--- src/rtl/systolic_seq_pkg.sv ---
// Shared types and constants for the corelet compute-pass sequencer.
package systolic_seq_pkg;

  typedef enum logic [2:0] {
    IDLE,
    W_FETCH,
    W_LOAD,
    A_STREAM,
    DRAIN,
    DONE
  } seq_state_t;

  localparam int AW_AW = 7;
  localparam int OP_AW = 9;
  localparam int AW_DW = 32;

  localparam int DEF_ROW      = 8;
  localparam int DEF_COL      = 8;
  localparam int DEF_PSUM_BW  = 16;
  localparam int DEF_W_BASE   = 0;
  localparam int DEF_NUM_W    = 8;
  localparam int DEF_A_BASE   = 8;
  localparam int DEF_NUM_A    = 36;
  localparam int DEF_OP_BASE  = 0;
  localparam int DEF_NUM_OUT  = 16;

  // Bits needed for a counter that runs 0..n inclusive.
  function automatic int cnt_width(input int n);
    return (n < 1) ? 1 : $clog2(n + 1);
  endfunction

endpackage

--- src/rtl/sram_rd_stream.sv ---
// Base/count SRAM read address generator. Issues one read per cycle while
// enabled and not stalled; a one-stage valid pipe marks the cycle the read
// data arrives (SRAM read latency is one cycle).
module sram_rd_stream
  import systolic_seq_pkg::*;
#(
  parameter int ADDR_W = AW_AW,
  parameter int BASE   = 0,
  parameter int COUNT  = 8
) (
  input  logic              clk,
  input  logic              reset,
  input  logic              clear,
  input  logic              en,
  input  logic              stall,
  output logic [ADDR_W-1:0] addr,
  output logic              cen,
  output logic              wr,
  output logic              all_issued
);

  localparam int CW = cnt_width(COUNT);

  logic [CW-1:0] cnt;
  logic          issue;

  // Read issue decode; address is held at base+count while stalled.
  always_comb begin
    all_issued = (cnt == CW'(COUNT));
    issue      = en && !stall && !all_issued;
    cen        = !issue;
    addr       = ADDR_W'(BASE) + ADDR_W'(cnt);
  end

  // Issued-read counter and read-data valid pipe.
  always_ff @(posedge clk) begin
    if (reset || clear) begin
      cnt <= '0;
      wr  <= 1'b0;
    end else begin
      wr <= issue;
      if (issue) cnt <= cnt + CW'(1);
    end
  end

endmodule

--- src/rtl/systolic_seq_ctrl.sv ---
// Corelet compute-pass sequencer: weight fetch and load, activation stream,
// OFIFO drain into OP SRAM. Optional cycle counter under SEQ_CYCLE_CNT_EN.
module systolic_seq_ctrl
  import systolic_seq_pkg::*;
#(
  parameter int row      = DEF_ROW,
  parameter int col      = DEF_COL,
  parameter int PSUM_BW  = DEF_PSUM_BW,
  parameter int W_BASE   = DEF_W_BASE,
  parameter int NUM_W    = DEF_NUM_W,
  parameter int A_BASE   = DEF_A_BASE,
  parameter int NUM_A    = DEF_NUM_A,
  parameter int LOAD_CYC = col + row,
  parameter int OP_BASE  = DEF_OP_BASE,
  parameter int NUM_OUT  = DEF_NUM_OUT
) (
  input  logic                     clk,
  input  logic                     reset,
  input  logic                     seq_begin,
  output logic                     seq_done,
  output logic [AW_AW-1:0]         AW_addr,
  output logic                     AW_cen,
  output logic                     AW_wen,
  output logic                     l0_wr,
  input  logic                     l0_afull,
  input  logic                     l0_empty,
  output logic                     l0_rd,
  output logic                     load,
  output logic                     execute,
  input  logic                     ofifo_valid,
  input  logic [col*PSUM_BW-1:0]   ofifo_out,
  output logic                     ofifo_rd,
  output logic [OP_AW-1:0]         OP_addr,
  output logic [col*PSUM_BW-1:0]   OP_d,
  output logic                     OP_cen,
  output logic                     OP_wen,
  output logic                     busy
`ifdef SEQ_CYCLE_CNT_EN
  ,
  output logic [15:0]              cycle_cnt
`endif
);

  localparam int LCW  = cnt_width(LOAD_CYC);
  localparam int OCW  = cnt_width(NUM_OUT);
  localparam int OCW1 = OCW + 1;

  seq_state_t state, state_nxt;

  logic             start;
  logic [LCW-1:0]   lcnt;
  logic [OCW-1:0]   ocnt;
  logic             op_pend;
  logic             writer_on;

  logic [AW_AW-1:0] w_addr, a_addr;
  logic             w_cen, a_cen;
  logic             w_wr, a_wr;
  logic             w_all, a_all;

  assign start     = (state == IDLE) && seq_begin;
  assign writer_on = (state == A_STREAM) || (state == DRAIN);

  sram_rd_stream #(
    .ADDR_W (AW_AW),
    .BASE   (W_BASE),
    .COUNT  (NUM_W)
  ) u_w_stream (
    .clk        (clk),
    .reset      (reset),
    .clear      (start),
    .en         (state == W_FETCH),
    .stall      (l0_afull),
    .addr       (w_addr),
    .cen        (w_cen),
    .wr         (w_wr),
    .all_issued (w_all)
  );

  sram_rd_stream #(
    .ADDR_W (AW_AW),
    .BASE   (A_BASE),
    .COUNT  (NUM_A)
  ) u_a_stream (
    .clk        (clk),
    .reset      (reset),
    .clear      (start),
    .en         (state == A_STREAM),
    .stall      (l0_afull),
    .addr       (a_addr),
    .cen        (a_cen),
    .wr         (a_wr),
    .all_issued (a_all)
  );

  // State register.
  always_ff @(posedge clk) begin
    if (reset) state <= IDLE;
    else       state <= state_nxt;
  end

  // Next-state and PE/L0 instruction decode.
  always_comb begin
    state_nxt = state;
    load      = 1'b0;
    execute   = 1'b0;
    l0_rd     = 1'b0;
    seq_done  = 1'b0;
    busy      = (state != IDLE);
    case (state)
      IDLE: begin
        if (seq_begin) state_nxt = W_FETCH;
      end
      W_FETCH: begin
        // All reads issued and the final one landing in L0 this cycle.
        if (w_all && w_wr) state_nxt = W_LOAD;
      end
      W_LOAD: begin
        load  = 1'b1;
        l0_rd = !l0_empty;
        if (lcnt == LCW'(LOAD_CYC - 1)) state_nxt = A_STREAM;
      end
      A_STREAM: begin
        execute = !l0_empty;
        l0_rd   = !l0_empty;
        if (a_all && !a_wr && l0_empty) state_nxt = DRAIN;
      end
      DRAIN: begin
        if (ocnt == OCW'(NUM_OUT)) state_nxt = DONE;
      end
      DONE: begin
        seq_done  = 1'b1;
        state_nxt = IDLE;
      end
      default: state_nxt = IDLE;
    endcase
  end

  // SRAM port drive: AW is read-only; OP writes the cycle after each pop.
  always_comb begin
    AW_wen   = 1'b1;
    AW_cen   = w_cen & a_cen;
    l0_wr    = w_wr | a_wr;
    AW_addr  = '0;
    if (state == W_FETCH)  AW_addr = w_addr;
    if (state == A_STREAM) AW_addr = a_addr;
    // Pending write counts against the quota so no extra row is popped.
    ofifo_rd = writer_on && ofifo_valid &&
               ((OCW1'(ocnt) + OCW1'(op_pend)) < OCW1'(NUM_OUT));
    OP_cen   = !op_pend;
    OP_wen   = !op_pend;
    OP_addr  = op_pend ? (OP_AW'(OP_BASE) + OP_AW'(ocnt)) : '0;
  end

  // Load-cycle and output-word counters.
  always_ff @(posedge clk) begin
    if (reset || start) begin
      lcnt <= '0;
      ocnt <= '0;
    end else begin
      if (state == W_LOAD) lcnt <= lcnt + LCW'(1);
      if (op_pend)         ocnt <= ocnt + OCW'(1);
    end
  end

  // Pop-to-write pipe: capture popped OFIFO row for next-cycle OP write.
  always_ff @(posedge clk) begin
    if (reset) begin
      op_pend <= 1'b0;
      OP_d    <= '0;
    end else begin
      op_pend <= ofifo_rd;
      if (ofifo_rd) OP_d <= ofifo_out;
    end
  end

`ifdef SEQ_CYCLE_CNT_EN
  // Saturating count of non-IDLE cycles for the current/last pass.
  always_ff @(posedge clk) begin
    if (reset || start)                        cycle_cnt <= '0;
    else if (state != IDLE && cycle_cnt != '1) cycle_cnt <= cycle_cnt + 16'd1;
  end
`endif

endmodule
--- config.mk ---
export PLATFORM = sky130hd
export DESIGN_NAME = systolic_seq_ctrl
export DESIGN_NICKNAME = d
export VERILOG_FILES = /design/src/rtl/systolic_seq_pkg.sv /design/src/rtl/sram_rd_stream.sv /design/src/rtl/systolic_seq_ctrl.sv
export SDC_FILE = /design/constraint.sdc
export NUM_CORES = 1
export LEC_CHECK = 0
export CAP_MARGIN = 20
export CORE_UTILIZATION = 25
export DETAILED_ROUTE_END_ITERATION = 16
export GPL_TIMING_DRIVEN = 0
export MAX_ROUTING_LAYER = met4
export PLACE_DENSITY = 0.65
export SETUP_SLACK_MARGIN = 0.02
export SLEW_MARGIN = 20
export SYNTH_ARGS = -nofsm -noshare
export SYNTH_HDL_FRONTEND = slang
export SYNTH_SLANG_ARGS = --single-unit
--- constraint.sdc ---
create_clock -name clk -period 4.7 [get_ports clk]
set_clock_uncertainty 0.05 [all_clocks]
set_input_delay 0.94 -clock clk [delete_from_list [all_inputs] [get_ports clk]]
set_output_delay 0.94 -clock clk [all_outputs]
set_load 0.02 [all_outputs]
### Word-level counts from Yosys, hierarchy flattened

Cells that the tools add are included.

| word-level totals | value |
|---|---|
| output and inout bits | 155 |
| register bits | 154 |

| operators by class | value |
|---|---|
| add/subtract/negate cells | 6 |
| multiplexer cells | 13 |
| bitwise logic cells | 2 |
| equality and inequality tests | 14 |
| $lt $le $gt $ge | 1 |
| reduce and logical (&&, ||, !) cells | 24 |

Operator list:

| cell | number |
|---|---|
| 3-bit 2-to-1 mux | 5 |
| 3-bit case mux with 5 select lines | 1 |
| 5-bit by 1-bit adder with 5-bit output, second input constant | 2 |
| 1-bit logical AND | 10 |
| 1-bit logical NOT | 8 |
| 2-bit inequality test, second input constant | 4 |
| 4-bit by 6-bit adder with 7-bit output, first input constant | 1 |
| 7-bit 2-to-1 mux | 1 |
| 5-bit by 1-bit adder with 6-bit output | 1 |
| 6-bit by 1-bit adder with 6-bit output, second input constant | 1 |
| 3-bit by 2-bit == test with 1-bit output, second input constant | 2 |
| 3-bit == test, second input constant | 2 |
| 6-bit == test, second input constant | 1 |
| 6-bit by 5-bit less-than comparator with 1-bit output, second input constant | 1 |
| 5-bit by 4-bit == test with 1-bit output, second input constant | 1 |
| 5-bit == test, second input constant | 1 |
| 5-bit 2-to-1 mux | 1 |
| 5-bit AND reduction | 1 |
| 4-bit by 1-bit adder with 4-bit output, second input constant | 1 |
| 4-bit == test, second input constant | 1 |
| 1-bit 2-to-1 mux | 4 |
| 4-bit 2-to-1 mux | 1 |
| 3-bit by 1-bit == test with 1-bit output, second input constant | 1 |
| 3-bit logical NOT | 1 |
| other kinds (6) | 7 |

### Depth between registers and ports, before layout

| logic depth | value |
|---|---|
| depth in word-level cells | 5 |
| gate-level depth with buffers | 8 |
| mapped depth without buffers | 7 |

### Hierarchy

From an unflattened synthesis, not the netlist that was laid out.

| unflattened totals | value |
|---|---|
| cell total of the unflattened synthesis | 741 |
| area total of the unflattened synthesis | 6139.6 µm² |

By module, submodules not included:

| module | cells each | instances | sequential area each (µm²) | area an instance (µm²) |
|---|---|---|---|---|
| systolic_seq_ctrl | 663 | 1 | 2842.7 | 5421.4 |
| sram_rd_stream at u_a_stream | 45 | 1 | 140.1 | 412.9 |
| sram_rd_stream at u_w_stream | 33 | 1 | 100.1 | 305.3 |

### Worst setup path before layout

OpenSTA, ideal clock, no wires.

| timing path | value |
|---|---|
| kind | input to output |
| from | input l0_afull |
| to | output AW_cen |
| cell stages on the path | 3 |
| arrival | 1.651 ns |
| buffers on the path | 0 |
| slack | 2.059 ns |
| cells stage by stage | nand4bb_4 -> a21oi_1 -> a21oi_1 |

| between the ends | value |
|---|---|
| word-level cells in the longest chain between the ends | 5 |

RTL lines:

| item | line | RTL |
|---|---|---|
| start, declared | systolic_seq_ctrl.sv:25 | `input logic l0_afull,` |
| 1-bit logical NOT (*) | sram_rd_stream.sv:30 | `issue = en && !stall && !all_issued;` |
| 1-bit logical AND (2 in a row) | sram_rd_stream.sv:30 |  |
| 1-bit logical NOT | sram_rd_stream.sv:31 | `cen = !issue;` |
| 1-bit AND (*) | systolic_seq_ctrl.sv:142 | `AW_cen = w_cen & a_cen;` |
| end, declared | systolic_seq_ctrl.sv:22 | `output logic AW_cen,` |

Mark *: on every way between the ends. The rest lies on a longest branch, timed or not.

### Worst setup path in the final report

Same ends and word-level chain as after synthesis.

==> impl_metrics.env <==
export IMPL_outcome="complete, no violations"
export IMPL_antenna_found_initial=0
export IMPL_cts_made_buffers=17
export IMPL_slowest_delay_ps=570
export IMPL_avgViaCountPerCell=4.243
export IMPL_startpoint_type="input port"
export IMPL_preCtsSetupSlack_ps=933.6
export IMPL_grt_usage_pct=15.50
export IMPL_grt_first_pass_wirelength_um=28660
export IMPL_clk_path_buf_depth=2
export IMPL_timing_final_crit_share_pct=79.73
export IMPL_die_area_sq_um=24370
export IMPL_drive_gt1_share_pct=7.502
export IMPL_synthTopCellsByArea="dfxtp_1 52%, nand2_1 17%, a21oi_1 11%, buf_2 2.3%, nor2_1 2.1%"
export IMPL_cap_viol_max_count=0
export IMPL_fin_crit_ps=3747
export IMPL_worstReg2RegStart="state[2]"
export IMPL_ys_warn_count=0
export IMPL_synth_edf_count=0
export IMPL_netlist_instances=736
export IMPL_io_pins=289
export IMPL_drc=0
export IMPL_final_antenna_net_count=0
export IMPL_portBuffers=282
export IMPL_setup_ws_ps=952.6
export IMPL_drtPass1Iterations=6
export IMPL_vias=5826
export IMPL_place_gp_congestion=0.8009
export IMPL_whs_ps=401.7
export IMPL_hpwl_um=13730
export IMPL_clockRootBuffer="clkbuf_16"
export IMPL_cts_sinks=154
export IMPL_crit_fanout=6
export IMPL_hold_buffers=0
export IMPL_tns_ps=0
export IMPL_cp_cell_sequence="clkdlybuf4s50_1, nand4bb_4, a21oi_1, a21oi_1, clkdlybuf4s50_1"
export IMPL_arrival_ps=2760
export IMPL_cts_setup_buffers=0
export IMPL_htreeDepth=4
export IMPL_cts_tree="done"
export IMPL_overflow=0
export IMPL_critPathLaunch="l0_afull"
export IMPL_drt_iter0_drc=307
export IMPL_core_area_sq_um=23400
export IMPL_hold_path_startpoint="OP_d[14]"
export IMPL_fp_dieH_um=156.1
export IMPL_ys_ff_latch=154
export IMPL_cp_required_ps=3710
export IMPL_ir_worst_vdd_v=0.0002056
export IMPL_fmax_ghz=0.2669
export IMPL_hold_viol_final=0
export IMPL_endpoint_kind="output port"
export IMPL_die_width_um=156.1
export IMPL_finalSetupViolCount=0
export IMPL_netlist_area_sq_um=5937
export IMPL_max_slew_margin_rel_pct=53.91
export IMPL_synthArstFlopShare_pct=0
export IMPL_area_growth_pct=64.07
export IMPL_critPathSlowestCell="clkdlybuf4s50_1"
export IMPL_start_util_pct=25.37
export IMPL_yosysTopAreaCell="dfxtp_1"
export IMPL_grt_pass1_vias=5447
export IMPL_avgSynthCellArea_sq_um=8.067
export IMPL_clk_pin_slew_worst_paths_ps=70
export IMPL_grt_max_degree=17
export IMPL_wl_per_cell_um=13.65
export IMPL_yosys_area_top_type_share_pct=51.93
export IMPL_synth_seq_area_share_pct=51.93
export IMPL_p_leak_uw=0.003295
export IMPL_worstHoldPathType="reg -> reg"
export IMPL_crit_family="buffers and inverters"
export IMPL_synth_flop_cell="dfxtp_1"
export IMPL_rows=56
export IMPL_clk_latency_ps=410
export IMPL_n_fill_cell=2388
export IMPL_power_density_nw_per_um2=355.4
export IMPL_rsz0062_at_grt="false"
export IMPL_synth_cell_types=44
export IMPL_worstMarginPinSlew_ps=691.3
export IMPL_final_nets=1183
export IMPL_routed_wl_um=18740
export IMPL_post_cts_resized=0
export IMPL_critical_path_class="in -> out"
export IMPL_path_buf_inv=2
export IMPL_slew_violations=0
==> per-stage QoR <==
step	cells	power [uW]	utilization, %	instance area (sq um)
5_1_grt	1372	3632	41.61	9738
3_5_place_dp	1340	2160	39.18	9170
6_report	1373	3461	41.62	9741
4_1_cts	1372	3511	41.61	9738
3_3_place_gp	1340	2155	39.18	9170
2_1_floorplan	739	1806	-	5948
==> power breakdown <==
part | switching [uW] | internal [uW]
Clock | 595 | 739
Sequential | 49.6 | 1380
Combinational | 358 | 335
==> final timing paths <==
path	end	slack (ps)	depth (start not counted)
worst min register to register	OP_d[14]	400	2
worst max register to register	OP_d[126]	2690	6
worst min-delay path	OP_d[14]	400	2
worst max-delay path	AW_cen	950	5
==> area by class of cell <==
cell class              instances  area (sq um)  share of cell area (%)
inverters                      16         60.06                  0.6166
repair buffers                282          2823                   28.98
plain buffers                  56         277.8                   2.852
flip-flops and latches        154          3083                   31.65
diodes                          1         2.502                 0.02569
clock inverters                15         142.6                   1.464
multi-input cells             513          2527                   25.95
well taps                     319         399.1                   4.098
clock buffers                  17         425.4                   4.367
==> cell usage after synthesis (3+ instances only) <==
master,count
a211oi_1,4
a21oi_1,132
and2_1,3
buf_2,27
buf_4,9
clkbuf_1,20
dfxtp_1,154
ha_1,9
inv_1,15
mux2i_1,7
nand2_1,262
nand3_1,4
nand4_1,4
nor2_1,33
nor2b_1,3
xnor2_1,9
xor2_1,6
==> layout by cell type, fill, tap and decap left out, types with 3 or more instances in the layout <==
master	n
clkdlybuf4s50_1	282
nand2_1	262
dfxtp_1	154
a21oi_1	132
nor2_1	33
buf_2	27
clkbuf_1	20
clkbuf_16	17
inv_1	15
buf_4	9
xnor2_1	9
ha_1	9
mux2i_1	7
xor2_1	6
conb_1	5
nand4_1	4
a211oi_1	4
nand3_1	4
clkinvlp_4	4
clkinv_4	4
nor2b_1	3
and2_1	3
inv_6	3
==> tightest hold or removal path, cell delays in order (launching register included) <==
cell     delay (ps)
dfxtp_1         310
nand2_1          50
a21oi_1          50
==> routing by layer <==
metal  part of all wire (%)  wire length (um)  track usage (%)  vias up
li1                       -                 -                -     2985
met1                     46              8611            19.04     2637
met2                     46              8536            24.55      184
met3                    7.0              1315            4.528       20
met4                    1.5               281            4.435        0
met5                      0                 0                -        -
==> sequential cells by signal, indices dropped and copies added, names as in the netlist <==
signal,cells
ocnt,5
u_w_stream.cnt,4
u_a_stream.cnt,6
OP_d,128
lcnt,5
op_pend,1
u_w_stream.wr,1
state,3
u_a_stream.wr,1
==> kinds of logic (layout without fill, tap and decap cells) <==
| logic type | Yosys count | count (layout) | share of synthesized area, % |
|---|---|---|---|
| other | 2 | 6 | 0.1265 |
| adder cells (fa/ha/maj) | 9 | 9 | 1.897 |
| buffers and inverters | 72 | 386 | 5.690 |
| AO/OA/AOI/OAI | 146 | 146 | 13.28 |
| flip-flops | 154 | 154 | 51.93 |
| AND/OR/NAND/NOR | 331 | 331 | 23.69 |
| XOR/XNOR | 15 | 15 | 2.213 |
| multiplexers | 7 | 7 | 1.180 |
Note: power is estimated with default switching activity, not from simulation.
